<file path="src/rtl/dmem_arbiter_if.sv">
// rtl/dmem_arbiter_if.sv - CPU, debug and DataMemory signal bundle for dmem_arbiter
interface dmem_arbiter_if #(
    parameter int DBITS = 32
);
    logic             cpu_req;
    logic             cpu_wr;
    logic [DBITS-1:0] cpu_addr;
    logic [DBITS-1:0] cpu_wdata;
    logic [DBITS-1:0] cpu_rdata;
    logic             cpu_stall;

    logic             dbg_req;
    logic             dbg_wr;
    logic [DBITS-1:0] dbg_addr;
    logic [DBITS-1:0] dbg_wdata;
    logic             dbg_ack;
    logic [DBITS-1:0] dbg_rdata;

    logic             mem_wrtEn;
    logic [DBITS-1:0] mem_addr;
    logic [DBITS-1:0] mem_dIn;
    logic [DBITS-1:0] mem_dOut;

    logic [15:0]      steal_cnt;

    // Arbiter side
    modport slave (
        input  cpu_req, cpu_wr, cpu_addr, cpu_wdata,
        output cpu_rdata, cpu_stall,
        input  dbg_req, dbg_wr, dbg_addr, dbg_wdata,
        output dbg_ack, dbg_rdata,
        output mem_wrtEn, mem_addr, mem_dIn,
        input  mem_dOut,
        output steal_cnt
    );

    // Requester / memory side
    modport master (
        output cpu_req, cpu_wr, cpu_addr, cpu_wdata,
        input  cpu_rdata, cpu_stall,
        output dbg_req, dbg_wr, dbg_addr, dbg_wdata,
        input  dbg_ack, dbg_rdata,
        input  mem_wrtEn, mem_addr, mem_dIn,
        output mem_dOut,
        input  steal_cnt
    );
endinterface

</file>
<file path="src/rtl/dmem_arbiter.sv">
// rtl/dmem_arbiter.sv - shares DataMemory between the CPU and a debug port with starvation-bounded cycle stealing
module dmem_arbiter #(
    parameter int DBITS    = 32,
    parameter int MAX_WAIT = 4
) (
    input  logic            clk,
    input  logic            reset,
    dmem_arbiter_if.slave   bus
);
    typedef enum logic {
        RUN   = 1'b0,
        STEAL = 1'b1
    } state_t;

    state_t           state_q, state_d;
    logic [3:0]       wait_cnt_q, wait_cnt_d;
    logic             cooldown_q, cooldown_d;
    logic             ack_q, ack_d;
    logic [DBITS-1:0] dbg_rdata_q, dbg_rdata_d;
    logic [15:0]      steal_cnt_q, steal_cnt_d;

    logic       steal_grant;
    logic       dbg_grant;
    logic       cpu_grant;
    logic       denied;
    logic [3:0] wait_inc;

    // A withdrawn request in STEAL falls back to plain RUN arbitration.
    assign steal_grant = (state_q == STEAL) && bus.dbg_req;
    assign dbg_grant   = steal_grant || (!bus.cpu_req && bus.dbg_req && !cooldown_q);
    assign cpu_grant   = bus.cpu_req && !steal_grant;
    assign denied      = (state_q == RUN) && bus.cpu_req && bus.dbg_req && !cooldown_q;
    assign wait_inc    = wait_cnt_q + 4'd1;

    assign bus.mem_addr  = dbg_grant ? bus.dbg_addr  : bus.cpu_addr;
    assign bus.mem_dIn   = dbg_grant ? bus.dbg_wdata : bus.cpu_wdata;
    assign bus.mem_wrtEn = reset && (dbg_grant ? bus.dbg_wr : (cpu_grant && bus.cpu_wr));
    assign bus.cpu_stall = reset && steal_grant;
    assign bus.cpu_rdata = bus.mem_dOut;

    // Gated so a reset landing in the ack cycle still suppresses the pulse.
    assign bus.dbg_ack   = ack_q && reset;
    assign bus.dbg_rdata = dbg_rdata_q;
    assign bus.steal_cnt = steal_cnt_q;

    always_comb begin
        state_d     = RUN;
        wait_cnt_d  = wait_cnt_q;
        cooldown_d  = dbg_grant;
        ack_d       = dbg_grant;
        dbg_rdata_d = dbg_rdata_q;
        steal_cnt_d = steal_cnt_q;

        if (!bus.dbg_req || dbg_grant) begin
            wait_cnt_d = 4'd0;
        end else if (denied) begin
            wait_cnt_d = wait_inc;
            if (wait_inc == 4'(MAX_WAIT)) begin
                state_d = STEAL;
            end
        end

        if (dbg_grant) begin
            dbg_rdata_d = bus.mem_dOut;
        end

        if (steal_grant && (steal_cnt_q != 16'hFFFF)) begin
            steal_cnt_d = steal_cnt_q + 16'd1;
        end
    end

    always_ff @(posedge clk) begin
        if (!reset) begin
            state_q     <= RUN;
            wait_cnt_q  <= 4'd0;
            cooldown_q  <= 1'b0;
            ack_q       <= 1'b0;
            dbg_rdata_q <= '0;
            steal_cnt_q <= 16'd0;
        end else begin
            state_q     <= state_d;
            wait_cnt_q  <= wait_cnt_d;
            cooldown_q  <= cooldown_d;
            ack_q       <= ack_d;
            dbg_rdata_q <= dbg_rdata_d;
            steal_cnt_q <= steal_cnt_d;
        end
    end
endmodule

</file>
<file path="src/flat_wrapper.sv">
// flat-port wrapper written by rule: the top's interface ports become plain ports
module dmem_arbiter_flat 
#(
    parameter int DBITS    = 32,
    parameter int MAX_WAIT = 4
)
  (clk, reset, bus_cpu_req, bus_cpu_wr, bus_cpu_addr, bus_cpu_wdata, bus_cpu_rdata, bus_cpu_stall, bus_dbg_req, bus_dbg_wr, bus_dbg_addr, bus_dbg_wdata, bus_dbg_ack, bus_dbg_rdata, bus_mem_wrtEn, bus_mem_addr, bus_mem_dIn, bus_mem_dOut, bus_steal_cnt);
  dmem_arbiter_if #(.DBITS(DBITS)) bus_i ();
  input  logic clk;
  input  logic reset;
  input wire logic [$bits(bus_i.cpu_req)-1:0] bus_cpu_req;
  input wire logic [$bits(bus_i.cpu_wr)-1:0] bus_cpu_wr;
  input wire logic [$bits(bus_i.cpu_addr)-1:0] bus_cpu_addr;
  input wire logic [$bits(bus_i.cpu_wdata)-1:0] bus_cpu_wdata;
  output wire logic [$bits(bus_i.cpu_rdata)-1:0] bus_cpu_rdata;
  output wire logic [$bits(bus_i.cpu_stall)-1:0] bus_cpu_stall;
  input wire logic [$bits(bus_i.dbg_req)-1:0] bus_dbg_req;
  input wire logic [$bits(bus_i.dbg_wr)-1:0] bus_dbg_wr;
  input wire logic [$bits(bus_i.dbg_addr)-1:0] bus_dbg_addr;
  input wire logic [$bits(bus_i.dbg_wdata)-1:0] bus_dbg_wdata;
  output wire logic [$bits(bus_i.dbg_ack)-1:0] bus_dbg_ack;
  output wire logic [$bits(bus_i.dbg_rdata)-1:0] bus_dbg_rdata;
  output wire logic [$bits(bus_i.mem_wrtEn)-1:0] bus_mem_wrtEn;
  output wire logic [$bits(bus_i.mem_addr)-1:0] bus_mem_addr;
  output wire logic [$bits(bus_i.mem_dIn)-1:0] bus_mem_dIn;
  input wire logic [$bits(bus_i.mem_dOut)-1:0] bus_mem_dOut;
  output wire logic [$bits(bus_i.steal_cnt)-1:0] bus_steal_cnt;
  assign bus_i.cpu_req = bus_cpu_req;
  assign bus_i.cpu_wr = bus_cpu_wr;
  assign bus_i.cpu_addr = bus_cpu_addr;
  assign bus_i.cpu_wdata = bus_cpu_wdata;
  assign bus_cpu_rdata = bus_i.cpu_rdata;
  assign bus_cpu_stall = bus_i.cpu_stall;
  assign bus_i.dbg_req = bus_dbg_req;
  assign bus_i.dbg_wr = bus_dbg_wr;
  assign bus_i.dbg_addr = bus_dbg_addr;
  assign bus_i.dbg_wdata = bus_dbg_wdata;
  assign bus_dbg_ack = bus_i.dbg_ack;
  assign bus_dbg_rdata = bus_i.dbg_rdata;
  assign bus_mem_wrtEn = bus_i.mem_wrtEn;
  assign bus_mem_addr = bus_i.mem_addr;
  assign bus_mem_dIn = bus_i.mem_dIn;
  assign bus_i.mem_dOut = bus_mem_dOut;
  assign bus_steal_cnt = bus_i.steal_cnt;
  dmem_arbiter #(.DBITS(DBITS), .MAX_WAIT(MAX_WAIT)) u_core (.clk(clk), .reset(reset), .bus(bus_i));
endmodule
</file>
<file path="config.mk">
export PLATFORM = sky130hd
export DESIGN_NAME = dmem_arbiter_flat
export DESIGN_NICKNAME = d
export VERILOG_FILES = /design/src/rtl/dmem_arbiter_if.sv /design/src/rtl/dmem_arbiter.sv /design/src/flat_wrapper.sv
export SDC_FILE = /design/constraint.sdc
export NUM_CORES = 1
export LEC_CHECK = 0
export ABC_AREA = 1
export CAP_MARGIN = 25
export CORE_AREA = 2 2 123 125
export DETAILED_ROUTE_END_ITERATION = 7
export DIE_AREA = 0 0 125 127
export PLACE_DENSITY_LB_ADDON = 0.2
export REMOVE_ABC_BUFFERS = 1
export SLEW_MARGIN = 5
export SYNTH_ARGS = -nofsm -noshare
export SYNTH_HDL_FRONTEND = slang
export SYNTH_SLANG_ARGS = --single-unit
</file>
<file path="constraint.sdc">
create_clock -name clk -period 2.07 [get_ports clk]
set_input_delay 0.414 -clock clk [delete_from_list [all_inputs] [get_ports clk]]
set_output_delay 0.414 -clock clk [all_outputs]
set_load 0.02 [all_outputs]
</file>
==> results.sh <==
export IMPL_criticalPathCategory="primary input to output port"
export IMPL_min_period_ps=2000
export IMPL_p_leak_nw=3.13
export IMPL_synth_top_cell_area_share_pct=31.6
export IMPL_antenna_found_initial=8
export IMPL_hold_end="u_core.wait_cnt_q[2]$_SDFFE_PP0P_"
export IMPL_status="finished clean"
export IMPL_path_cells="clkdlybuf4s50_1 -> clkdlybuf4s50_1"
export IMPL_io_buffers=312
export IMPL_yosysUniqueCellTypes=23
export IMPL_grt_overflow=0
export IMPL_drive_gt1_share_pct=13.8
export IMPL_setup_viol=0
export IMPL_postSynthCellCount=583
export IMPL_wirelength_um=17700
export IMPL_dp_hpwl_um=14200
export IMPL_slowest_stage="clkdlybuf4s50_1"
export IMPL_rows=44
export IMPL_slew_headroom_pct=73.7
export IMPL_slew_violations=0
export IMPL_worstPathBufferInverterCount=2
export IMPL_synth_seq_cells=54
export IMPL_gp_congestion=0.886
export IMPL_cp_data_required_time_ps=1660
export IMPL_skew_ps=6.62
export IMPL_final_instance_count_excl_fill=1061
export IMPL_crit_arrival_ps=1590
export IMPL_slowest_delay_ps=670
export IMPL_area_growth_pct=96.8
export IMPL_min_path_cells=2
export IMPL_rrSetupSlack_ps=470
export IMPL_ys_top_cells_by_area="dfxtp_1 32%, nand2_1 28%, nor2_1 13%, buf_4 7.9%, o21ai_0 5.0%"
export IMPL_path_depth=2
export IMPL_yosysMostFrequentCell="nand2_1"
export IMPL_crit_path_end_kind="output port"
export IMPL_tritoncts="yes"
export IMPL_core_mm2=0.0144
export IMPL_drcViolationCount=0
export IMPL_worstMarginPinSlew_ps=394
export IMPL_clock_latency_ps=290
export IMPL_crit_fanout=2
export IMPL_ir_worst_vdd_v=0.000289
export IMPL_critPathLaunch="bus_mem_dOut[22]"
export IMPL_fin_crit_sh_pct=96.6
export IMPL_reg2reg_depth=9
export IMPL_synth_async_reset_ratio_pct=0
export IMPL_hold_path_class="flip-flop to flip-flop"
export IMPL_grt_total_usage_pct=21.2
export IMPL_final_net_count=1041
export IMPL_synth_commonest_cells="252 x nand2_1, 116 x nor2_1, 54 x dfxtp_1"
export IMPL_clockBufferDepth=2
export IMPL_syn_cell_area_mm2=0.00342
export IMPL_numCtsBuffers=5
export IMPL_die_w_um=125
export IMPL_firstDrtPassIters=4
export IMPL_dieHeight_um=127
export IMPL_synth_area_per_cell_um2=5.86
export IMPL_placed_area_mm2=0.00657
export IMPL_design_area_mm2=0.00672
export IMPL_grt_pass1_vias=4272
export IMPL_r2r_end="u_core.state_q$_SDFF_PP0_"
export IMPL_dr_total_vias=4417
export IMPL_ys_dominant_reg_cell="dfxtp_1"
export IMPL_grt_start_max_net_pins=37
export IMPL_max_freq_mhz=500
export IMPL_io_pins=313
export IMPL_drt_initial_drc_count=248
export IMPL_path_common_cell="clkdlybuf4s50_1"
export IMPL_clk_pin_slew_ps=70
export IMPL_wl_per_cell_um=16.6
export IMPL_dpl_cell_count=1042
export IMPL_min_from="u_core.wait_cnt_q[2]$_SDFFE_PP0P_"
export IMPL_drtAntennaViolNets=0
export IMPL_start_util_pct=23.7
export IMPL_worstSetupStartpointType="primary input"
export IMPL_avgViaCountPerCell=4.16
export IMPL_yosys_area_top_type="dfxtp_1"
export IMPL_htree_levels=2
export IMPL_synth_seq_area_share_pct=31.6
export IMPL_cap_viol_max_count=0
export IMPL_cts_sinks=54
export IMPL_clock_root_buffer="clkbuf_16"
export IMPL_die_area_mm2=0.0159
export IMPL_synth_edf_count=0
export IMPL_rsz0062_at_grt="yes"
export IMPL_yosysWarningCount=0
export IMPL_grt_pass1_wl_um=25700
export IMPL_worstReg2RegStart="u_core.cooldown_q$_SDFF_PN0_"
export IMPL_crit_family="buffers and inverters"
export IMPL_p_per_area_mw_per_mm2=512
export IMPL_finalHoldViolCount=0
-- kinds of logic (layout without fill, tap and decap cells) --
| logic type | Yosys count | after routing | synth area share, % |
|---|---|---|---|
| AND/OR/NAND/NOR | 396 | 396 | 45.3 |
| buffers and inverters | 82 | 373 | 14.4 |
| flip-flops | 54 | 54 | 31.6 |
| AO/OA/AOI/OAI | 43 | 43 | 6.37 |
| XOR/XNOR | 6 | 6 | 1.54 |
| adder cells (fa/ha/maj) | 2 | 2 | 0.732 |
| other | 0 | 3 | 0 |
-- layout by cell type, fill, tap and decap left out, types with 3 or more instances in the layout --
cell type        count
inv_1               19
clkbuf_2             3
buf_2               44
diode_2              3
a21oi_1              8
buf_12               4
xor2_1               6
buf_4               29
clkbuf_16            6
o21ai_0             34
nor2_1             116
buf_16               4
nand2_4              3
clkdlybuf4s50_1    241
nand2_2              3
buf_6                7
nand3_1             14
nand2_1            251
clkdlybuf4s15_2      5
dlygate4sd2_1        3
dfxtp_1             53
nor2_2               3
inv_2                4
-- layer usage --
metal,global-route usage (%),up-vias,share of wire [%]
li1,-,2339,-
met1,23.5,1891,39
met2,37.1,143,49
met3,9.84,32,9.9
met4,4.90,12,2.0
met5,0,-,0.42
-- metrics by stage --
stage	hold slack [ps]	setup TNS, ps	utilization (%)	worst slack (ps)	power, mW
floorplan	447	-89680	-	-1030	1.51
finish	478	0	46.6	69.4	3.44
global placement	469	-38030	45.5	-648	2.39
detailed placement	463	-38940	45.5	-656	2.39
global route	520	-31.7	46.6	-28.6	3.60
CTS	475	0	46.7	0.868	3.49
-- worst min-delay path, stage by stage, from the launching register on --
cell     delay, ps
dfxtp_1        330
nand2_1         60
a21oi_1         50
-- flip-flops by register name, indices dropped and copies added (netlist names) --
register	count
u_core.wait_cnt_q	4
u_core.state_q	1
u_core.cooldown_q	1
u_core.bus.steal_cnt	16
u_core.bus.dbg_rdata	32
-- where the power goes --
group          total (mW)  switching [mW]  internal [mW]
clock                1.11           0.385          0.727
sequential           1.10          0.0211           1.08
combinational        1.23           0.602          0.626
total                3.44            1.01           2.43
-- worst max-delay path by stage --
stage,endpoint,slack [ps]
final,bus_cpu_rdata[22],70
after detailed placement,bus_mem_addr[6],-660
after CTS,bus_mem_dIn[19],0.9
after global placement,bus_mem_dIn[16],-650
after floorplan,bus_mem_addr[0],-1030
after global routing,bus_mem_dIn[1],-30
-- final cells by class --
| class | instances | area [µm²] |
|---|---|---|
| antenna | 3 | 7.51 |
| clock buffer | 6 | 139 |
| clock inverter | 2 | 60.1 |
| fill | 1536 | 7700 |
| inverter | 24 | 103 |
| multi-input combinational | 447 | 1860 |
| sequential | 54 | 1080 |
| tap | 184 | 230 |
| timing repair buffer | 341 | 3240 |
-- timing repair --
action                                  4_1_cts  5_1_grt
gates resized for setup                     259       13
cloned                                        4        1
buffers inserted                              3        0
endpoints found under the setup margin       67       45
hold buffers                                  0        0
pin swaps                                     2        2
Note: power is estimated with default switching activity, not from simulation.
